**src/rtl/mem_arbiter.sv**
```systemverilog
// mem_arbiter: two-port (instruction fetch / data load-store) arbiter onto one
// shared memory port. Grants are one-hot on `grant` (bit0 imem, bit1 dmem).
// Optional feature: define MEM_ARB_RR_EN to alternate between the two
// requesters when both are pending in IDLE. Without it, dmem always wins.
//
// Handshake: a requester raises its enable(s) with stable address/data and
// holds them until its ready pulse. The ready is the shared mem_ready, passed
// through only while that requester owns the port. Read data is valid only in
// the cycle its ready is high. Dropping all enables before ready aborts the
// access. If memory stays silent for TIMEOUT cycles, the access is abandoned
// and timeout_err pulses.
module mem_arbiter #(
    parameter int ADDR_W  = 32,
    parameter int DATA_W  = 32,
    parameter int TIMEOUT = 255
) (
    input  logic              clk,
    input  logic              reset,
    input  logic [ADDR_W-1:0] imem_rd_addr,
    input  logic              imem_rd_enable,
    output logic [DATA_W-1:0] imem_rd_data,
    output logic              imem_rd_ready,
    input  logic [ADDR_W-1:0] dmem_addr,
    input  logic              dmem_r_enable,
    input  logic              dmem_w_enable,
    input  logic [1:0]        dmem_w_size,
    input  logic [DATA_W-1:0] dmem_w_data,
    output logic [DATA_W-1:0] dmem_r_data,
    output logic              dmem_ready,
    output logic [ADDR_W-1:0] mem_addr,
    output logic              mem_r_enable,
    output logic              mem_w_enable,
    output logic [1:0]        mem_w_size,
    output logic [DATA_W-1:0] mem_w_data,
    input  logic [DATA_W-1:0] mem_r_data,
    input  logic              mem_ready,
    output logic [1:0]        grant,
    output logic              timeout_err,
    output logic [1:0]        fsm_state
);

    // Grant states are encoded so the state register is the one-hot grant.
    typedef enum logic [1:0] {
        IDLE  = 2'b00,
        GNT_I = 2'b01,
        GNT_D = 2'b10
    } state_e;

    localparam logic [7:0] TIMEOUT_C = 8'(TIMEOUT);

    state_e     state_q, state_d;
    logic [7:0] wait_cnt_q, wait_cnt_d;
    logic       timeout_q, timeout_d;
    logic       arb_en_q;
    logic       dmem_req;
    logic       owner_req;
`ifdef MEM_ARB_RR_EN
    logic       ptr_q, ptr_d;   // 0: imem wins a tie, 1: dmem wins a tie
`endif

    assign dmem_req = dmem_r_enable | dmem_w_enable;

    // State, wait counter, error pulse and arbitration enable registers.
    always_ff @(posedge clk or posedge reset) begin
        if (reset) begin
            state_q    <= IDLE;
            wait_cnt_q <= 8'd0;
            timeout_q  <= 1'b0;
            arb_en_q   <= 1'b0;
        end else begin
            state_q    <= state_d;
            wait_cnt_q <= wait_cnt_d;
            timeout_q  <= timeout_d;
            arb_en_q   <= 1'b1;
        end
    end

`ifdef MEM_ARB_RR_EN
    // Round-robin tie-break pointer, starts pointing at imem.
    always_ff @(posedge clk or posedge reset) begin
        if (reset) begin
            ptr_q <= 1'b0;
        end else begin
            ptr_q <= ptr_d;
        end
    end
`endif

    // Next-state: arbitrate in IDLE, then complete, abort or time out.
    // The first clock edge after reset release only arms arbitration, so the
    // earliest grant lands on the second edge.
    always_comb begin
        state_d    = state_q;
        wait_cnt_d = wait_cnt_q;
        timeout_d  = 1'b0;
        owner_req  = 1'b0;
`ifdef MEM_ARB_RR_EN
        ptr_d      = ptr_q;
`endif
        case (state_q)
            IDLE: begin
                wait_cnt_d = 8'd0;
                if (arb_en_q) begin
`ifdef MEM_ARB_RR_EN
                    if (dmem_req && imem_rd_enable) begin
                        state_d = ptr_q ? GNT_D : GNT_I;
                    end else if (dmem_req) begin
                        state_d = GNT_D;
                    end else if (imem_rd_enable) begin
                        state_d = GNT_I;
                    end
`else
                    if (dmem_req) begin
                        state_d = GNT_D;
                    end else if (imem_rd_enable) begin
                        state_d = GNT_I;
                    end
`endif
                end
            end
            GNT_I, GNT_D: begin
                owner_req = (state_q == GNT_I) ? imem_rd_enable : dmem_req;
                if (mem_ready) begin
                    state_d = IDLE;
`ifdef MEM_ARB_RR_EN
                    ptr_d   = ~ptr_q;
`endif
                end else if (!owner_req) begin
                    state_d = IDLE;
                end else begin
                    wait_cnt_d = wait_cnt_q + 8'd1;
                    if (wait_cnt_q + 8'd1 == TIMEOUT_C) begin
                        state_d   = IDLE;
                        timeout_d = 1'b1;
                    end
                end
            end
            default: begin
                state_d = IDLE;
            end
        endcase
    end

    // Shared-port mux and ready steering: only the owner sees mem_ready.
    always_comb begin
        mem_addr      = '0;
        mem_r_enable  = 1'b0;
        mem_w_enable  = 1'b0;
        mem_w_size    = 2'd0;
        mem_w_data    = '0;
        imem_rd_ready = 1'b0;
        dmem_ready    = 1'b0;
        case (state_q)
            GNT_I: begin
                mem_addr      = imem_rd_addr;
                mem_r_enable  = imem_rd_enable;
                imem_rd_ready = mem_ready;
            end
            GNT_D: begin
                mem_addr     = dmem_addr;
                mem_r_enable = dmem_r_enable;
                mem_w_enable = dmem_w_enable;
                mem_w_size   = dmem_w_size;
                mem_w_data   = dmem_w_data;
                dmem_ready   = mem_ready;
            end
            default: begin
            end
        endcase
    end

    assign imem_rd_data = mem_r_data;
    assign dmem_r_data  = mem_r_data;
    assign grant        = state_q;
    assign fsm_state    = state_q;
    assign timeout_err  = timeout_q;

endmodule

```
**config.mk**
```make
export PLATFORM = sky130hd
export DESIGN_NAME = mem_arbiter
export DESIGN_NICKNAME = d
export VERILOG_FILES = /design/src/rtl/mem_arbiter.sv
export SDC_FILE = /design/constraint.sdc
export NUM_CORES = 1
export LEC_CHECK = 0
export CORE_AREA = 4 4 105 107
export DETAILED_ROUTE_END_ITERATION = 10
export DIE_AREA = 0 0 109 111
export HOLD_SLACK_MARGIN = 0.08
export MAX_ROUTING_LAYER = met4
export PLACE_DENSITY_LB_ADDON = 0.15
export SLEW_MARGIN = 10
export SYNTH_ARGS = -nofsm -noshare
export SYNTH_HDL_FRONTEND = slang
export SYNTH_SLANG_ARGS = --single-unit
```
**constraint.sdc**
```tcl
create_clock -name clk -period 2.7 [get_ports clk]
set_input_delay 0.81 -clock clk [delete_from_list [all_inputs] [get_ports clk]]
set_output_delay 0.81 -clock clk [all_outputs]
set_load 0.02 [all_outputs]
```
# --- Yosys cells after proc, flatten, opt, wreduce, memory -nomap -nowiden ---
# Index checks and enable logic that the tools add are counted.
# W data, S select, Z words.
classes:
  add_sub_neg: 1
  n_eq_ne: 8
  n_mux: 22
  bitwise: 1
  reduce_logical: 5
ops:
  columns: ["op", "n"]
  rows:
  - ["$pmux W32 S2", 1]
  - ["$mux W32", 1]
  - ["$mux W8", 2]
  - ["$pmux W8 S2", 1]
  - ["$mux W2", 7]
  - ["$add A8 B1 Y8 const B", 1]
  - ["$eq A8 B8 Y1 const B", 1]
  - ["$mux W1", 8]
  - ["$ne A2 B2 Y1 const B", 3]
  - ["$reduce_and A3 Y1", 2]
  - ["$ne A4 B4 Y1 const B", 1]
  - ["$pmux W2 S2", 1]
  - ["$ne A3 B3 Y1 const B", 1]
  - ["$eq A2 B1 Y1 const B", 1]
  - ["$eq A2 B2 Y1 const B", 1]
  - ["$logic_not A2 Y1", 1]
  - ["$pmux W1 S2", 1]
  - ["$reduce_bool A2 Y1", 1]
  - ["$reduce_or A2 Y1", 1]
  - ["$or A1 B1 Y1", 1]
word_totals:
  ff_bits: 12
  inputBits: 136
  output_inout_bits: 139
  word_cells: 41

# --- Depth between registers and ports, before layout ---
# Gate-level depths: netlist of run 1.
depth:
  word_depth: 6
  ltp_mapped: 9
  mapped_depth_nobuf: 7

# --- Worst setup path before layout of run 1 ---
# Ideal clock, no wire load.
synth_timing:
  path_kind: "reg-to-output"
  from: "register state_q[0], in the netlist fsm_state[0]"
  to: "output mem_w_data[22]"
  arrival_time_ps: 1644
  required_ps: 1890
  setup_slack_ps: 246
  path_stages_with_launch: 7
  n_path_buf: 3
  cell_sequence: "dfrtp_1 -> inv_1 -> ha_1 -> clkbuf_1 -> clkbuf_1 -> clkbuf_1 -> and2_1"
synth_via:
  elab_chain_len: 2
synth_lines:
  columns: ["element", "line_no", "source"]
  rows:
  - ["start: declaration", "51", "state_e state_q, state_d;"]
  - ["start signal: assignment", "71", "state_q <= state_d;"]
  - ["$eq A2 B2 Y1", "153", "case (state_q)"]
  - ["$mux W32", "153", null]
  - ["end: declaration", "34", "output logic [DATA_W-1:0] mem_w_data,"]
# Every way passes these cells.

# --- Worst setup path after layout of run 1 ---
layout_timing:
  from: "input dmem_w_enable"
  to: "output mem_w_enable"
layout_via:
  elab_chain_len: 1
layout_lines:
  columns: ["element", "line_no", "source"]
  rows:
  - ["start: declaration", "25", "input logic dmem_w_enable,"]
  - ["$mux W1", "153", null]
  - ["end: declaration", "32", "output logic mem_w_enable,"]
# Every way passes these cells.

==> impl_metrics.json, run 1 <==
{
  "gr-total-overflow": 0,
  "final_min_period_over_clock_period_pct": 97.96,
  "final_common_cell": "sky130_fd_sc_hd__clkdlybuf4s50_1",
  "cts_root_buffer": "sky130_fd_sc_hd__clkbuf_8",
  "finalSetupViolCount": 0,
  "worst-path-max-fanout": 2,
  "rows": 37,
  "peakVddDrop_uv": 169.4,
  "post_drt_wl_per_cell_um": 16.41,
  "io_buffers": 178,
  "io-pin-count": 275,
  "instances_no_fill": 516,
  "synth_cells": 265,
  "placement.cell_area_sq_mm": 0.003441,
  "fin_crit_ns": 2.645,
  "grt_pass1_wl_um": 12370,
  "route.final.wire_length_um": 8466,
  "num_vias": 2184,
  "start_util_pct": 18.61,
  "clk_path_buf_depth": 2,
  "r2r_slack_ns": 0.57,
  "critPathKind": "in2out",
  "drt-vias-per-instance": 4.233,
  "register_area_share_after_synthesis_pct": 15.92,
  "cts_made_buffers": 3,
  "syn-mean-instance-area_sq_um": 7.120,
  "stdcell_area_sq_mm": 0.003398,
  "synthToLayoutAreaGrowth_pct": 80.11,
  "outcome": "finished clean",
  "synth.lib_cells_used.distinct": 33,
  "grt_antenna_before_repair": 0,
  "layout_cell_share_with_drive_strength_beyond_1_pct": 6.579,
  "clock_tree_from_tritoncts": "yes",
  "fill_cells": 1118,
  "timing.clock.skew_ns": 0.001385,
  "grt_pass1_vias": 2338,
  "placed_cells": 513,
  "timing.critical_path.slowest_cell_delay_ns": 0.49,
  "slew_viol_final": 0,
  "core-area_sq_mm": 0.01014,
  "final-hold-violation-count": 0,
  "timing.critical_path.slowest_stage_cell": "sky130_fd_sc_hd__clkdlybuf4s50_1",
  "grt.total_usage_pct": 13.27,
  "layout.cells.most_common_list": "sky130_fd_sc_hd__clkdlybuf4s50_1, sky130_fd_sc_hd__dlygate4sd2_1, sky130_fd_sc_hd__nor2_1, sky130_fd_sc_hd__and2_1, sky130_fd_sc_hd__a22oi_1",
  "synthesis.area_sq_mm": 0.001887,
  "synth.ff_latch_count": 12,
  "ys.flop_type": "sky130_fd_sc_hd__dfrtp_1",
  "detail_route.drc_violations": 0,
  "antenna_left": 0,
  "numClockSinks": 12,
  "setup_repair_after_global_routing_missed_its_margin": "no",
  "layout.nets": 523,
  "hold_buffers": 0,
  "cap_violations": 0,
  "die-width_um": 109,
  "critPathRequiredTime_ns": 1.89,
  "fmax_mhz": 378.1,
  "first_pass_iters": 5,
  "antenna_cells": 0,
  "dpl.hpwl_um": 7142,
  "fp.dieArea_sq_mm": 0.01210,
  "cp_cell_sequence": "clkdlybuf4s50_1 -> and2_1 -> dlygate4sd2_1",
  "ys_async_sr_fraction_pct": 100.0,
  "path_clk_slew_ns": 0.05,
  "die_h_um": 111,
  "static-leakage-power_nw": 1.530,
  "grt_max_degree": 37,
  "clock_tree.htree_level_count": 1,
  "initialDrtViolationCount": 66,
  "source_to_sink_clock_delay_at_the_later_pin_of_the_worst_skew_pair_ns": 0.24,
  "yosys_warnings": 0,
  "place_congestion": 0.8000,
  "hp-class": "reg2reg",
  "postSynthNetCount": 406,
  "worstPathArrival_ns": 1.83,
  "synth_edf_count": 0,
  "critPathCaptureType": "primary output",
  "worst_setup_path_start_kind": "primary input",
  "powerDensity_mw_per_mm2": 652.9
}
-- stage by stage --
| step | power [mW] | utilization [%] | hold slack [ns] | setup slack (ns) | setup TNS (ns) |
|---|---|---|---|---|---|
| 2_1_floorplan | 1.372 | - | 0.4507 | 0.2464 | 0 |
| 3_3_place_gp | 2.281 | 33.94 | 0.5129 | -0.2940 | -9.591 |
| 3_5_place_dp | 2.285 | 33.94 | 0.5095 | -0.2711 | -9.843 |
| 4_1_cts | 2.267 | 33.56 | 0.5161 | 0.01357 | 0 |
| 5_1_grt | 2.403 | 33.52 | 0.5666 | 0.002941 | 0 |
| 6_report | 2.219 | 33.52 | 0.5147 | 0.05515 | 0 |
-- registers in the layout, summed over array words and instances, names as in the netlist --
signal and flops:
arb_en_q 1, fsm_state 2, timeout_err 1, wait_cnt_q 8
-- per-layer routing --
layer | share of wire, % | vias up | track usage (%) | routed length [um]
met4 | 1.6 | 0 | 3.367 | 133
li1 | - | 1067 | - | -
met2 | 52 | 145 | 24.61 | 4442
met5 | 0 | - | - | 0
met3 | 8.4 | 16 | 2.796 | 711
met1 | 38 | 956 | 13.99 | 3179
-- cells in the mapped netlist (3+ instances only) --
library cell,n,area share (%)
sky130_fd_sc_hd__ha_1,5,3.3
sky130_fd_sc_hd__nor2_1,38,7.6
sky130_fd_sc_hd__dfrtp_1,12,16
sky130_fd_sc_hd__a22oi_1,33,13
sky130_fd_sc_hd__nand3_1,4,1.1
sky130_fd_sc_hd__and2_1,37,12
sky130_fd_sc_hd__o21ai_0,13,3.4
sky130_fd_sc_hd__clkbuf_1,16,3.2
sky130_fd_sc_hd__nand2_1,9,1.8
sky130_fd_sc_hd__o211ai_1,3,1.2
sky130_fd_sc_hd__buf_4,66,26
sky130_fd_sc_hd__inv_1,4,0.80
-- path summary, 6_finish.rpt --
| path | depth (start not counted) | endpoint | start |
|---|---|---|---|
| setup reg to reg | 7 | fsm_state[0] | fsm_state[0] |
| min in group asynchronous | 2 | wait_cnt_q[4] | reset |
| max in group asynchronous | 2 | wait_cnt_q[6] | reset |
| hold / removal | 1 | wait_cnt_q[7] | wait_cnt_q[7] |
| setup / recovery | 3 | mem_w_enable | dmem_w_enable |
| hold reg to reg | 1 | wait_cnt_q[7] | wait_cnt_q[7] |
-- worst max-delay path: cells and delay by family --
kind | cells | cell delay (ns)
buf+inv | 2 | 0.85
simple gates | 1 | 0.18
-- what timing repair did --
item | 4_1_cts | 5_1_grt
setup endpoints to repair | 69 | 6
resized for setup | 71 | 7
setup buffers | 0 | 0
-- area by class of cell --
class | count | area [sq um] | area share (%)
clock buffers | 3 | 41.29 | 1.215
inverters | 5 | 18.77 | 0.5523
multi-input cells | 166 | 1020 | 30.01
flip-flops and latches | 12 | 300.3 | 8.837
well taps | 136 | 170.2 | 5.007
repair buffers | 194 | 1848 | 54.38
-- logic make-up (layout without fill, tap and decap cells) --
group | Yosys count | count (layout) | synth area share (%)
and+or+nand+nor | 99 | 99 | 27.06
buffers and inverters | 87 | 202 | 30.44
AOI/OAI and AO/OA | 58 | 58 | 21.68
DFF | 12 | 12 | 15.92
adders and majority gates | 5 | 5 | 3.316
xor gates and xnor gates | 3 | 3 | 1.393
other | 1 | 1 | 0.1987
-- power by group --
part           total, mW  switching (mW)  internal (mW)
registers          0.232          0.0274          0.205
logic               1.83            1.03          0.794
clock network      0.160          0.0618         0.0980
total               2.22            1.12           1.10
Power figures use the tool's default switching activity.
==> run 2: changes to the inputs <==
==> constraint.sdc (replaced) <==
create_clock -name clk -period 2.66 [get_ports clk]
set_input_delay 0.798 -clock clk [delete_from_list [all_inputs] [get_ports clk]]
set_output_delay 0.798 -clock clk [all_outputs]
set_load 0.02 [all_outputs]
==> run 2 against run 1 <==
Effect of this change:
- sequential power barely moved
- critical path type unchanged
- total power increased by 2.8%
- die area is the same
==> impl_metrics.json, run 2 (synthesized netlist as in run 1, its figures left out) <==
{
  "slew_viol_final": 0,
  "hold_start": "wait_cnt_q[7]",
  "worst-slew-pin-transition_ns": 0.4789,
  "dpl.hpwl_um": 7165,
  "initialDrtViolationCount": 63,
  "final_common_cell": "sky130_fd_sc_hd__clkdlybuf4s50_1",
  "placed_cells": 515,
  "worstReg2RegStart": "fsm_state[0]",
  "regToRegEndpoint": "fsm_state[0]",
  "cts_made_buffers": 3,
  "powerDensity_mw_per_mm2": 667.9,
  "largest_register_ffs": 8,
  "timing.clock.skew_ns": 0.004293,
  "fin_crit_ns": 2.601,
  "hp-class": "reg2reg",
  "instances_no_fill": 518,
  "start_util_pct": 18.61,
  "layout.cells.most_common_list": "sky130_fd_sc_hd__clkdlybuf4s50_1, sky130_fd_sc_hd__nor2_1, sky130_fd_sc_hd__and2_1, sky130_fd_sc_hd__dlygate4sd2_1, sky130_fd_sc_hd__a22oi_1",
  "cp_cell_sequence": "clkdlybuf4s50_1 -> a22oi_2 -> nor2_1 -> dlygate4sd2_1",
  "drt-vias-per-instance": 4.245,
  "grt_pass1_vias": 2263,
  "core-area_sq_mm": 0.01014,
  "totalPowerFinal_mw": 2.282,
  "critPathBufInv": 2,
  "fill_cells": 1110,
  "seq_pwr_share_pct": 10.3,
  "p_int_mw": 1.135,
  "layout_cell_share_with_drive_strength_beyond_1_pct": 9.948,
  "critPathRequiredTime_ns": 1.86,
  "peakVddDrop_uv": 172.8,
  "cap_violations": 0,
  "antenna_left": 0,
  "critPathKind": "in2out",
  "grt_max_degree": 36,
  "path_clk_slew_ns": 0.05,
  "rows": 37,
  "hold_buffers": 0,
  "clock_tree.htree_level_count": 1,
  "die-width_um": 109,
  "setup_repair_after_global_routing_missed_its_margin": "no",
  "layout.nets": 525,
  "die_h_um": 111,
  "cts_root_buffer": "sky130_fd_sc_hd__clkbuf_8",
  "relative_slew_margins_pct": 67.25,
  "post_drt_wl_per_cell_um": 16.39,
  "clock_power_share_pct": 7.0,
  "final_min_period_over_clock_period_pct": 97.77,
  "route.final.wire_length_um": 8489,
  "p_comb_share_pct": 82.7,
  "placement.cell_area_sq_mm": 0.003456,
  "grt.total_usage_pct": 13.49,
  "num_vias": 2199,
  "clk_path_buf_depth": 2,
  "synthToLayoutAreaGrowth_pct": 81.03,
  "first_pass_iters": 5,
  "final-hold-violation-count": 0,
  "timing.critical_path.slowest_cell_delay_ns": 0.49,
  "worst-path-max-fanout": 2,
  "r2r.worst_path.cells": 8,
  "grt_antenna_before_repair": 0,
  "min_delay_endpoint": "wait_cnt_q[7]",
  "static-leakage-power_nw": 1.456,
  "grt_pass1_wl_um": 12500,
  "critPathCaptureType": "primary output",
  "worst_setup_path_start_kind": "primary input",
  "worstPathArrival_ns": 1.80,
  "detail_route.drc_violations": 0,
  "source_to_sink_clock_delay_at_the_later_pin_of_the_worst_skew_pair_ns": 0.24,
  "gr-total-overflow": 0,
  "fp.dieArea_sq_mm": 0.01210,
  "outcome": "finished clean",
  "finalSetupViolCount": 0,
  "r2r_slack_ns": 0.40,
  "antenna_cells": 0,
  "power_switching_share_pct": 50.28,
  "place_congestion": 0.8008,
  "clock_tree_from_tritoncts": "yes",
  "register_with_the_highest_flop_count": "wait_cnt_q",
  "numClockSinks": 12,
  "io_buffers": 178,
  "switching_power_total_mw": 1.147,
  "timing.critical_path.slowest_stage_cell": "sky130_fd_sc_hd__clkdlybuf4s50_1",
  "critPathTopFamily": "buffers and inverters",
  "io-pin-count": 275,
  "stdcell_area_sq_mm": 0.003416,
  "fmax_mhz": 384.5,
  "hold_depth": 1,
  "final_core_util_pct": 33.69
}
-- run 2: power groups by stage --
| stage | combinational [mW] | clock, mW | sequential, mW |
|---|---|---|---|
| after global placement | 2.09 | 0 | 0.236 |
| after CTS | 1.91 | 0.168 | 0.235 |
| after global routing | 2.06 | 0.180 | 0.238 |
| after detailed placement | 2.09 | 0 | 0.238 |
| final | 1.89 | 0.160 | 0.235 |
| after floorplan | 1.14 | 0 | 0.252 |
-- run 2: repair_timing --
| item | in CTS | in global routing |
|---|---|---|
| setup buffers | 0 | 0 |
| endpoints found under the setup margin | 69 | 33 |
| resized for setup | 72 | 44 |
| pin swaps | 0 | 0 |
-- run 2: area by class of cell --
| type | instances | area [sq um] | share of cell area [%] |
|---|---|---|---|
| well taps | 136 | 170.2 | 4.982 |
| repair buffers | 196 | 1858 | 54.40 |
| flip-flops and latches | 12 | 300.3 | 8.791 |
| inverters | 5 | 18.77 | 0.5494 |
| multi-input cells | 166 | 1027 | 30.07 |
| clock buffers | 3 | 41.29 | 1.209 |
-- run 2: metrics by stage --
step	setup TNS (ns)	setup WS [ns]	hold slack (ns)
3_3_place_gp	-10.65	-0.2972	0.5142
6_report	0	0.05934	0.5161
3_5_place_dp	-10.94	-0.2883	0.5129
2_1_floorplan	0	0.2184	0.4507
4_1_cts	0	0.005724	0.5211
5_1_grt	0	0.00002898	0.5789
-- run 2: worst max path at each step --
stage,start,end,slack [ns],cells past startpoint
2_1_floorplan,fsm_state[0],mem_w_data[22],0.22,6
4_1_cts,mem_ready,imem_rd_ready,0.006,3
6_report,dmem_r_enable,mem_r_enable,0.06,4
3_5_place_dp,dmem_addr[25],mem_addr[25],-0.29,4
3_3_place_gp,dmem_addr[25],mem_addr[25],-0.30,4
5_1_grt,fsm_state[1],mem_w_data[21],0.00003,6
-- run 2: metal layers --
metal	track usage (%)	routed length, um	vias to the layer above
met5	-	0	-
met4	4.461	217	0
met3	2.796	717	18
met2	23.96	4311	142
met1	14.75	3242	972
li1	-	-	1067
-- run 2: worst register-to-register path, stage by stage, from the launching register on --
cell	delay [ns]
sky130_fd_sc_hd__dfrtp_1	0.37
sky130_fd_sc_hd__buf_4	0.16
sky130_fd_sc_hd__ha_1	0.23
sky130_fd_sc_hd__buf_12	0.17
sky130_fd_sc_hd__buf_4	0.17
sky130_fd_sc_hd__or3_1	0.38
sky130_fd_sc_hd__and4b_1	0.21
sky130_fd_sc_hd__o21a_1	0.12
sky130_fd_sc_hd__a221o_1	0.33
